<file path="config.mk">
export PLATFORM = sky130hd
export DESIGN_NAME = key_entry_flat
export DESIGN_NICKNAME = d
export VERILOG_FILES = /design/src/rtl/key_entry_if.sv /design/src/rtl/key_entry.sv /design/src/flat_wrapper.sv
export SDC_FILE = /design/constraint.sdc
export NUM_CORES = 1
export LEC_CHECK = 0
export ABC_CLOCK_PERIOD_IN_PS = 2230
export CORE_MARGIN = 2
export CORE_UTILIZATION = 50
export CTS_BUF_LIST = sky130_fd_sc_hd__clkbuf_4 sky130_fd_sc_hd__clkbuf_8
export CTS_CLUSTER_SIZE = 14
export DETAILED_ROUTE_END_ITERATION = 10
export GPL_TIMING_DRIVEN = 0
export PLACE_DENSITY = 0.8
export SLEW_MARGIN = 20
export SYNTH_ARGS = -nofsm -noshare
export SYNTH_HDL_FRONTEND = slang
export SYNTH_SLANG_ARGS = --single-unit
</file>
<file path="constraint.sdc">
create_clock -name clk -period 2.23 [get_ports clk]
set_clock_uncertainty 0.05 [all_clocks]
set_input_delay 0.223 -clock clk [delete_from_list [all_inputs] [get_ports clk]]
set_output_delay 0.223 -clock clk [all_outputs]
set_load 0.02 [all_outputs]
</file>
<file path="src/rtl/key_entry_if.sv">
// Keypad-side and entry-store-side signals of the key entry block.
// The master modport is the key_entry side; slave is the keypad/store side.
interface key_entry_if;
    logic [3:0] row_in;
    logic [2:0] col_out;
    logic [3:0] Code_1;
    logic       write_en;
    logic [3:0] RAM_addr;
    logic       Valid_1;
    logic [2:0] digit_cnt;
    logic       overflow;

    modport master (
        input  row_in,
        output col_out, Code_1, write_en, RAM_addr, Valid_1, digit_cnt, overflow
    );

    modport slave (
        output row_in,
        input  col_out, Code_1, write_en, RAM_addr, Valid_1, digit_cnt, overflow
    );
endinterface

</file>
<file path="src/rtl/key_entry.sv">
// 4x3 keypad scanner with debounce that assembles up to four digits and a
// terminator (* or #) into an entry store, with an idle timeout on partial entries.
module key_entry #(
    parameter int SCAN_DIV        = 1000,
    parameter int DEBOUNCE_CYCLES = 20000,
    parameter int TIMEOUT_CYCLES  = 50000000
) (
    input  logic         clk,
    input  logic         reset_1,
    key_entry_if.master  kp
);
    localparam int SCAN_W = $clog2(SCAN_DIV + 1);
    localparam int DEB_W  = $clog2(DEBOUNCE_CYCLES + 1);
    localparam int TMO_W  = $clog2(TIMEOUT_CYCLES + 1);

    typedef enum logic [2:0] {SCAN, DEBOUNCE, EMIT, VALID, RELEASE} state_t;

    state_t             state_reg, state_next;
    logic [1:0]         col_reg, col_next;
    logic [1:0]         row_sel_reg, row_sel_next;
    logic [SCAN_W-1:0]  scan_cnt_reg, scan_cnt_next;
    logic [DEB_W-1:0]   deb_cnt_reg, deb_cnt_next;
    logic [TMO_W-1:0]   tmo_cnt_reg, tmo_cnt_next;
    logic [3:0]         code_reg, code_next;
    logic [3:0]         addr_reg, addr_next;
    logic [2:0]         cnt_reg, cnt_next;

    logic [3:0]         row_low;
    logic [1:0]         first_row;
    logic               latched_low;
    logic [3:0]         key_code;
    logic               is_term;
    logic               can_write;

    for (genvar gi = 0; gi < 4; gi++) begin : g_row
        assign row_low[gi] = ~kp.row_in[gi];
    end

    // Column drive stays frozen outside SCAN because col_reg only advances there.
    for (genvar gi = 0; gi < 3; gi++) begin : g_col
        assign kp.col_out[gi] = (col_reg != 2'(gi));
    end

    assign latched_low  = row_low[row_sel_reg];
    assign is_term      = (row_sel_reg == 2'd3) && (col_reg != 2'd1);
    assign can_write    = is_term || (cnt_reg < 3'd4);
    assign kp.Code_1    = code_reg;
    assign kp.RAM_addr  = addr_reg;
    assign kp.digit_cnt = cnt_reg;

    // Lowest-index low row wins when several rows are pulled low together.
    always_comb begin
        first_row = 2'd0;
        for (int i = 3; i >= 0; i--) begin
            if (row_low[i]) first_row = 2'(i);
        end
    end

    always_comb begin
        key_code = 4'd0;
        if (row_sel_reg != 2'd3) begin
            key_code = {2'b00, row_sel_reg} * 4'd3 + {2'b00, col_reg} + 4'd1;
        end else begin
            case (col_reg)
                2'd0:    key_code = 4'b1010;
                2'd1:    key_code = 4'b0000;
                default: key_code = 4'b1011;
            endcase
        end
    end

    always_ff @(posedge clk or posedge reset_1) begin
        if (reset_1) begin
            state_reg    <= SCAN;
            col_reg      <= 2'd0;
            row_sel_reg  <= 2'd0;
            scan_cnt_reg <= '0;
            deb_cnt_reg  <= '0;
            tmo_cnt_reg  <= '0;
            code_reg     <= 4'd0;
            addr_reg     <= 4'd0;
            cnt_reg      <= 3'd0;
        end else begin
            state_reg    <= state_next;
            col_reg      <= col_next;
            row_sel_reg  <= row_sel_next;
            scan_cnt_reg <= scan_cnt_next;
            deb_cnt_reg  <= deb_cnt_next;
            tmo_cnt_reg  <= tmo_cnt_next;
            code_reg     <= code_next;
            addr_reg     <= addr_next;
            cnt_reg      <= cnt_next;
        end
    end

    always_comb begin
        state_next    = state_reg;
        col_next      = col_reg;
        row_sel_next  = row_sel_reg;
        scan_cnt_next = scan_cnt_reg;
        deb_cnt_next  = deb_cnt_reg;
        tmo_cnt_next  = '0;
        code_next     = code_reg;
        addr_next     = addr_reg;
        cnt_next      = cnt_reg;

        case (state_reg)
            SCAN: begin
                if (|row_low) begin
                    row_sel_next  = first_row;
                    deb_cnt_next  = '0;
                    scan_cnt_next = '0;
                    state_next    = DEBOUNCE;
                end else begin
                    if (scan_cnt_reg == SCAN_W'(SCAN_DIV - 1)) begin
                        scan_cnt_next = '0;
                        col_next      = (col_reg == 2'd2) ? 2'd0 : col_reg + 2'd1;
                    end else begin
                        scan_cnt_next = scan_cnt_reg + 1'b1;
                    end
                    // Idle time only accumulates while a partial entry is held.
                    if (cnt_reg != 3'd0) begin
                        if (tmo_cnt_reg == TMO_W'(TIMEOUT_CYCLES - 1)) begin
                            cnt_next = 3'd0;
                        end else begin
                            tmo_cnt_next = tmo_cnt_reg + 1'b1;
                        end
                    end
                end
            end
            DEBOUNCE: begin
                if (!latched_low) begin
                    deb_cnt_next = '0;
                    state_next   = SCAN;
                end else if (deb_cnt_reg == DEB_W'(DEBOUNCE_CYCLES - 1)) begin
                    deb_cnt_next = '0;
                    state_next   = EMIT;
                    if (can_write) begin
                        code_next = key_code;
                        addr_next = is_term ? 4'd0 : {1'b0, cnt_reg} + 4'd1;
                    end
                end else begin
                    deb_cnt_next = deb_cnt_reg + 1'b1;
                end
            end
            EMIT: begin
                deb_cnt_next = '0;
                if (is_term) begin
                    state_next = VALID;
                end else begin
                    if (cnt_reg < 3'd4) cnt_next = cnt_reg + 3'd1;
                    state_next = RELEASE;
                end
            end
            VALID: begin
                cnt_next     = 3'd0;
                deb_cnt_next = '0;
                state_next   = RELEASE;
            end
            RELEASE: begin
                if (|row_low) begin
                    deb_cnt_next = '0;
                end else if (deb_cnt_reg == DEB_W'(DEBOUNCE_CYCLES - 1)) begin
                    deb_cnt_next  = '0;
                    scan_cnt_next = '0;
                    state_next    = SCAN;
                end else begin
                    deb_cnt_next = deb_cnt_reg + 1'b1;
                end
            end
            default: state_next = SCAN;
        endcase
    end

    always_comb begin
        kp.write_en = 1'b0;
        kp.overflow = 1'b0;
        kp.Valid_1  = 1'b0;
        case (state_reg)
            EMIT: begin
                kp.write_en = can_write;
                kp.overflow = ~can_write;
            end
            VALID:   kp.Valid_1 = 1'b1;
            default: ;
        endcase
    end
endmodule

</file>
<file path="src/flat_wrapper.sv">
// flat-port wrapper written by rule: the top's interface ports become plain ports
module key_entry_flat 
#(
    parameter int SCAN_DIV        = 1000,
    parameter int DEBOUNCE_CYCLES = 20000,
    parameter int TIMEOUT_CYCLES  = 50000000
)
  (clk, reset_1, kp_row_in, kp_col_out, kp_Code_1, kp_write_en, kp_RAM_addr, kp_Valid_1, kp_digit_cnt, kp_overflow);
  key_entry_if kp_i ();
  input  logic clk;
  input  logic reset_1;
  input wire logic [$bits(kp_i.row_in)-1:0] kp_row_in;
  output wire logic [$bits(kp_i.col_out)-1:0] kp_col_out;
  output wire logic [$bits(kp_i.Code_1)-1:0] kp_Code_1;
  output wire logic [$bits(kp_i.write_en)-1:0] kp_write_en;
  output wire logic [$bits(kp_i.RAM_addr)-1:0] kp_RAM_addr;
  output wire logic [$bits(kp_i.Valid_1)-1:0] kp_Valid_1;
  output wire logic [$bits(kp_i.digit_cnt)-1:0] kp_digit_cnt;
  output wire logic [$bits(kp_i.overflow)-1:0] kp_overflow;
  assign kp_i.row_in = kp_row_in;
  assign kp_col_out = kp_i.col_out;
  assign kp_Code_1 = kp_i.Code_1;
  assign kp_write_en = kp_i.write_en;
  assign kp_RAM_addr = kp_i.RAM_addr;
  assign kp_Valid_1 = kp_i.Valid_1;
  assign kp_digit_cnt = kp_i.digit_cnt;
  assign kp_overflow = kp_i.overflow;
  key_entry #(.SCAN_DIV(SCAN_DIV), .DEBOUNCE_CYCLES(DEBOUNCE_CYCLES), .TIMEOUT_CYCLES(TIMEOUT_CYCLES)) u_core (.clk(clk), .reset_1(reset_1), .kp(kp_i));
endmodule
</file>
## Word level (Yosys, flattened, before mapping)

Index checks and enable logic that the tools add are counted.

| storage, ports and cells | value |
|---|---|
| flip-flop bits (word level) | 69 |
| bits of input ports | 6 |
| output and inout bits | 17 |
| logic and storage cells | 106 |

| operators by class | value |
|---|---|
| $add $sub $neg | 8 |
| $mul | 1 |
| order comparisons | 2 |
| equal/unequal tests | 22 |
| muxes and demuxes | 40 |
| bitwise operators | 6 |
| reduce and logical (&&, ||, !) cells | 18 |

Operators by type and width:

| kind | number |
|---|---|
| 26-bit 2-to-1 mux | 4 |
| 15-bit 2-to-1 mux | 4 |
| 15-bit one-hot mux with 4 select lines | 1 |
| 10-bit 2-to-1 mux | 4 |
| 3-bit 2-to-1 mux | 11 |
| 26-bit by 1-bit adder with 26-bit output, second input constant | 1 |
| 26-bit == test, second input constant | 1 |
| 10-bit one-hot mux with 2 select lines | 1 |
| 15-bit by 1-bit adder with 15-bit output, second input constant | 1 |
| 15-bit == test, second input constant | 1 |
| 3-bit one-hot mux with 5 select lines | 1 |
| 2-bit by 1-bit != test with 1-bit output, second input constant | 6 |
| 10-bit by 1-bit adder with 10-bit output, second input constant | 1 |
| 10-bit == test, second input constant | 1 |
| 2-bit 2-to-1 mux | 5 |
| 2-bit != test, second input constant | 5 |
| 3-bit one-hot mux with 3 select lines | 1 |
| 4-bit 2-to-1 mux | 2 |
| 4-bit one-hot mux with 2 select lines | 1 |
| 4-bit AND reduction | 2 |
| 3-bit by 2-bit == test with 1-bit output, second input constant | 2 |
| 1-bit NOT | 6 |
| 3-bit AND reduction | 2 |
| 6-bit AND reduction | 1 |
| 25 further kinds | 32 |

## Depth between registers and ports, before layout

| depth | value |
|---|---|
| depth after elaboration | 5 |
| mapped depth | 7 |
| mapped depth without buffers | 6 |

## Worst setup path before layout

OpenSTA, ideal clock, no wires.

| path | value |
|---|---|
| path type | reg-to-reg |
| start | register u_core.row_sel_reg[1] |
| end | register u_core.code_reg[0] (netlist: u_core.kp.Code_1[0]) |
| library setup time | 125 ps |
| data arrival time | 2,019 ps |
| data required time | 2,055 ps |
| path slack | 36 ps |
| stages on the path, launching flop included | 6 |
| path buffers | 1 |
| clock period less this slack | 2,194 ps |
| cell sequence | dfrtp_1 > mux4_2 > or3_4 > a211o_1 > buf_4 > mux2_4 |

| on the way | value |
|---|---|
| word-level cells in the longest chain between the ends | 4 |
| elaborated cells between the ends (all ways) | 8 |
| classes of those cells | eq/ne: 2; mux: 3; reduce/logical: 3 |

RTL lines:

| item | RTL line | RTL |
|---|---|---|
| start: declaration | key_entry.sv:20 | `logic [1:0] row_sel_reg, row_sel_next;` |
| start signal: assignment | key_entry.sv:86 | `row_sel_reg <= row_sel_next;` |
| 2-bit == test | key_entry.sv:45 | `assign is_term = (row_sel_reg == 2'd3) && (col_reg != 2'd1);` |
| 1-bit logical AND | key_entry.sv:45 |  |
| 1-bit logical OR | key_entry.sv:46 | `assign can_write = is_term \|\| (cnt_reg < 3'd4);` |
| 4-bit AND reduction (no line) | - |  |
| end signal: assignment | key_entry.sv:90 | `code_reg <= code_next;` |
| end: declaration | key_entry.sv:24 | `logic [3:0] code_reg, code_next;` |

Several ways; a longest one is shown, not always the timed one. The select of a mux whose other input is x is not followed.
A chain may end at the register's enable or synchronous reset.

## Worst setup path after layout

| path | value |
|---|---|
| start | register u_core.row_sel_reg[1] |
| end | register u_core.addr_reg[0] (netlist: u_core.kp.RAM_addr[0]) |

| on the way | value |
|---|---|
| word-level cells in the longest chain between the ends | 4 |
| elaborated cells between the ends (all ways) | 7 |
| classes of those cells | eq/ne: 1; mux: 3; reduce/logical: 3 |

RTL lines:

| item | RTL line | RTL |
|---|---|---|
| 2-bit == test | key_entry.sv:45 |  |
| 1-bit logical AND | key_entry.sv:45 |  |
| 1-bit logical OR | key_entry.sv:46 |  |
| 4-bit AND reduction (no line) | - |  |
| end signal: assignment | key_entry.sv:91 | `addr_reg <= addr_next;` |
| end: declaration | key_entry.sv:25 | `logic [3:0] addr_reg, addr_next;` |

Several ways; a longest one is shown, not always the timed one. The select of a mux whose other input is x is not followed.

==> impl_metrics.json <==
{
  "status": "completed",
  "multiInputGateArea_um2": 2240,
  "cts_buffers": 9,
  "fin_area_um2": 4830,
  "hold_buffers": 0,
  "drtPass1Iterations": 5,
  "wire_per_inst_um": 16.7,
  "placementRows": 32,
  "vias": 3485,
  "start_util": 0.519,
  "synth_compound_area_frac": 0.159,
  "antenna_found_initial": 0,
  "ant_nets": 0,
  "dr.first_iter.drc_count": 219,
  "clkTransAtPathRegs_ns": 0.08,
  "setup.worst_path.start": "u_core.row_sel_reg[1]",
  "synth_edf_count": 0,
  "yosysSeqAreaShare": 0.426,
  "grt_pass1_wl_um": 16200,
  "grt_max_degree": 45,
  "timing.final.max_slew_violations": 0,
  "synth.distinct_cells": 68,
  "muxShareOfSynthArea": 0.0358,
  "synthCells": 422,
  "cts_root_buf": "clkbuf_8",
  "dieArea_um2": 8840,
  "endpoint_kind": "flop",
  "synthArstFlopShare": 1.00,
  "regArea_um2": 1730,
  "hpwl_um": 6580,
  "grt.total_usage": 0.231,
  "setup_tns_ns": 0,
  "slew_headroom": 0.535,
  "maxCapViolCount": 0,
  "reg2reg_depth": 5,
  "finalHoldViolations": 0,
  "synth-adder-area-share": 0.0377,
  "fmax_mhz": 451,
  "drive_gt1_frac": 0.166,
  "hold_path.class": "in2async",
  "fin_crit_sh": 0.994,
  "ys.flop_type": "dfrtp_1",
  "leakage_nw": 1.94,
  "cp-endpoint": "u_core.kp.RAM_addr[0]",
  "layout_common_cells": "dfrtp_1, nand2_1, nor3_1, clkdlybuf4s50_1",
  "regToRegStartpoint": "u_core.row_sel_reg[1]",
  "clock_latency_ns": 0.35,
  "cts_tree": "yes",
  "final_nets": 481,
  "fill_cells": 625,
  "synthXorXnorAreaFrac": 0.0497,
  "routed_via_density": 6.10,
  "cts_sinks": 69,
  "gp_congestion": 0.900,
  "die_x_um": 94.0,
  "grt_pass1_vias": 3413,
  "die_y_um": 94.0,
  "setup_viol": 0,
  "syn_avg_cell_area_um2": 9.60,
  "power.density_nw_per_um2": 729,
  "cp.arrival_ns": 2.40,
  "area_growth_pct": 19.2,
  "yosys_warnings": 0,
  "ys_ff_latch": 69,
  "io_pins": 23,
  "netlist_area_um2": 4050,
  "layout_commonest_cell": "dfrtp_1",
  "clockBufferDepth": 2,
  "crit_path_max_fanout": 7,
  "antenna_cells": 0,
  "core_area_um2": 7810,
  "placed_cell_area_um2": 4420,
  "io_buffers": 22,
  "drcViolationCount": 0,
  "worstPathRequired_ns": 2.42,
  "synth_top_family_by_area": "simple AND/OR/NAND/NOR gates",
  "overflow": 0,
  "htreeDepth": 3,
  "whs_ns": 0.154,
  "critPathKind": "reg2reg",
  "period_minus_slack_ns": 2.22,
  "final_util": 0.619,
  "worst_pin_slew_ns": 0.695,
  "routed_wl_um": 9520,
  "r2r_end": "u_core.kp.RAM_addr[0]",
  "vdd_drop_max_mv": 0.486,
  "rsz0062_at_grt": "yes",
  "cp-start-kind": "flop",
  "largest_reg_flops": 26,
  "syn_nets": 439,
  "reg2reg_slack_ns": 0.01,
  "synth-simple-area-share": 0.253
}
area by class of cell:
type | instances | share of cell area
plain buffers | 22 | 0.0246
clock buffers | 10 | 0.0272
clock inverters | 6 | 0.0231
inverters | 13 | 0.0106
multi-input cells | 316 | 0.464
flip-flops and latches | 69 | 0.358
well taps | 102 | 0.0264
repair buffers | 33 | 0.0658
worst max-delay path, stage by stage, from the launching register on:
cell and delay, ns:
dfrtp_2 0.38, mux4_2 0.55, or3_4 0.41, a211o_1 0.23, buf_4 0.17, mux2_4 0.31
cell families (layout without fill, tap and decap cells):
family / Yosys count / after routing
adder cells (fa/ha/maj): 11 / 11
flip-flops: 69 / 69
buffers and inverters: 37 / 84
multiplexers: 11 / 11
AND/OR/NAND/NOR: 181 / 181
AO/OA/AOI/OAI: 90 / 90
XOR/XNOR: 23 / 23
report_power, final:
| group | leakage (nW) | switching (W) | internal, W |
|---|---|---|---|
| Clock | 0.120 | 0.000493 | 0.000755 |
| Combinational | 0.886 | 0.000515 | 0.000369 |
| Sequential | 0.930 | 0.0000756 | 0.00131 |
repair_timing:
item	4_1_cts	5_1_grt
gates cloned	0	0
endpoints found under the hold margin	0	0
endpoints found under the setup margin	50	50
resized for setup	20	22
pin swaps	2	2
buffers inserted	5	5
Yosys cell counts, drive strengths merged, types with 3 or more instances:
library cell	number	area share
nor2	14	0.013
nor3b	3	0.0056
a21oi	10	0.012
mux2	6	0.020
nand3	16	0.021
o31ai	6	0.011
a31oi	4	0.0062
nor4	8	0.012
clkbuf	18	0.017
and4	10	0.022
nand2	43	0.040
or3	8	0.014
xnor2	13	0.028
nand2b	5	0.0077
o211ai	5	0.0093
or3b	4	0.0086
mux2i	4	0.0099
inv	13	0.012
xor2	10	0.022
and2	6	0.0093
and3	7	0.011
ha	9	0.028
or4	7	0.015
a221o	5	0.012
nand4	17	0.028
dfrtp	69	0.43
a211oi	11	0.023
buf	6	0.0093
a22o	3	0.0065
nor3	25	0.032
or2	3	0.0046
o21ai	23	0.028
layer usage:
layer,track usage,routed length (um)
met4,0.0737,122
met5,0,0
met3,0.0522,426
met2,0.366,4600
met1,0.315,4370
through the flow:
stage	cells	power [W]	setup WS (ns)
after global placement	546	0.00217	-0.976
after global routing	571	0.00371	-0.0655
after floorplan	422	0.00199	0.0360
after CTS	568	0.00349	-0.0651
after detailed placement	547	0.00221	-0.317
final	571	0.00352	0.0133
how the worst min path moves through the flow:
stage,startpoint,to
2_1_floorplan,kp_row_in[1],u_core.row_sel_reg[0]
3_3_place_gp,u_core.kp.RAM_addr[3],u_core.kp.RAM_addr[3]
3_5_place_dp,u_core.kp.RAM_addr[3],u_core.kp.RAM_addr[3]
4_1_cts,reset_1,u_core.deb_cnt_reg[4]
5_1_grt,reset_1,u_core.scan_cnt_reg[5]
6_report,reset_1,u_core.deb_cnt_reg[14]
(Power assumes the default switching activity.)
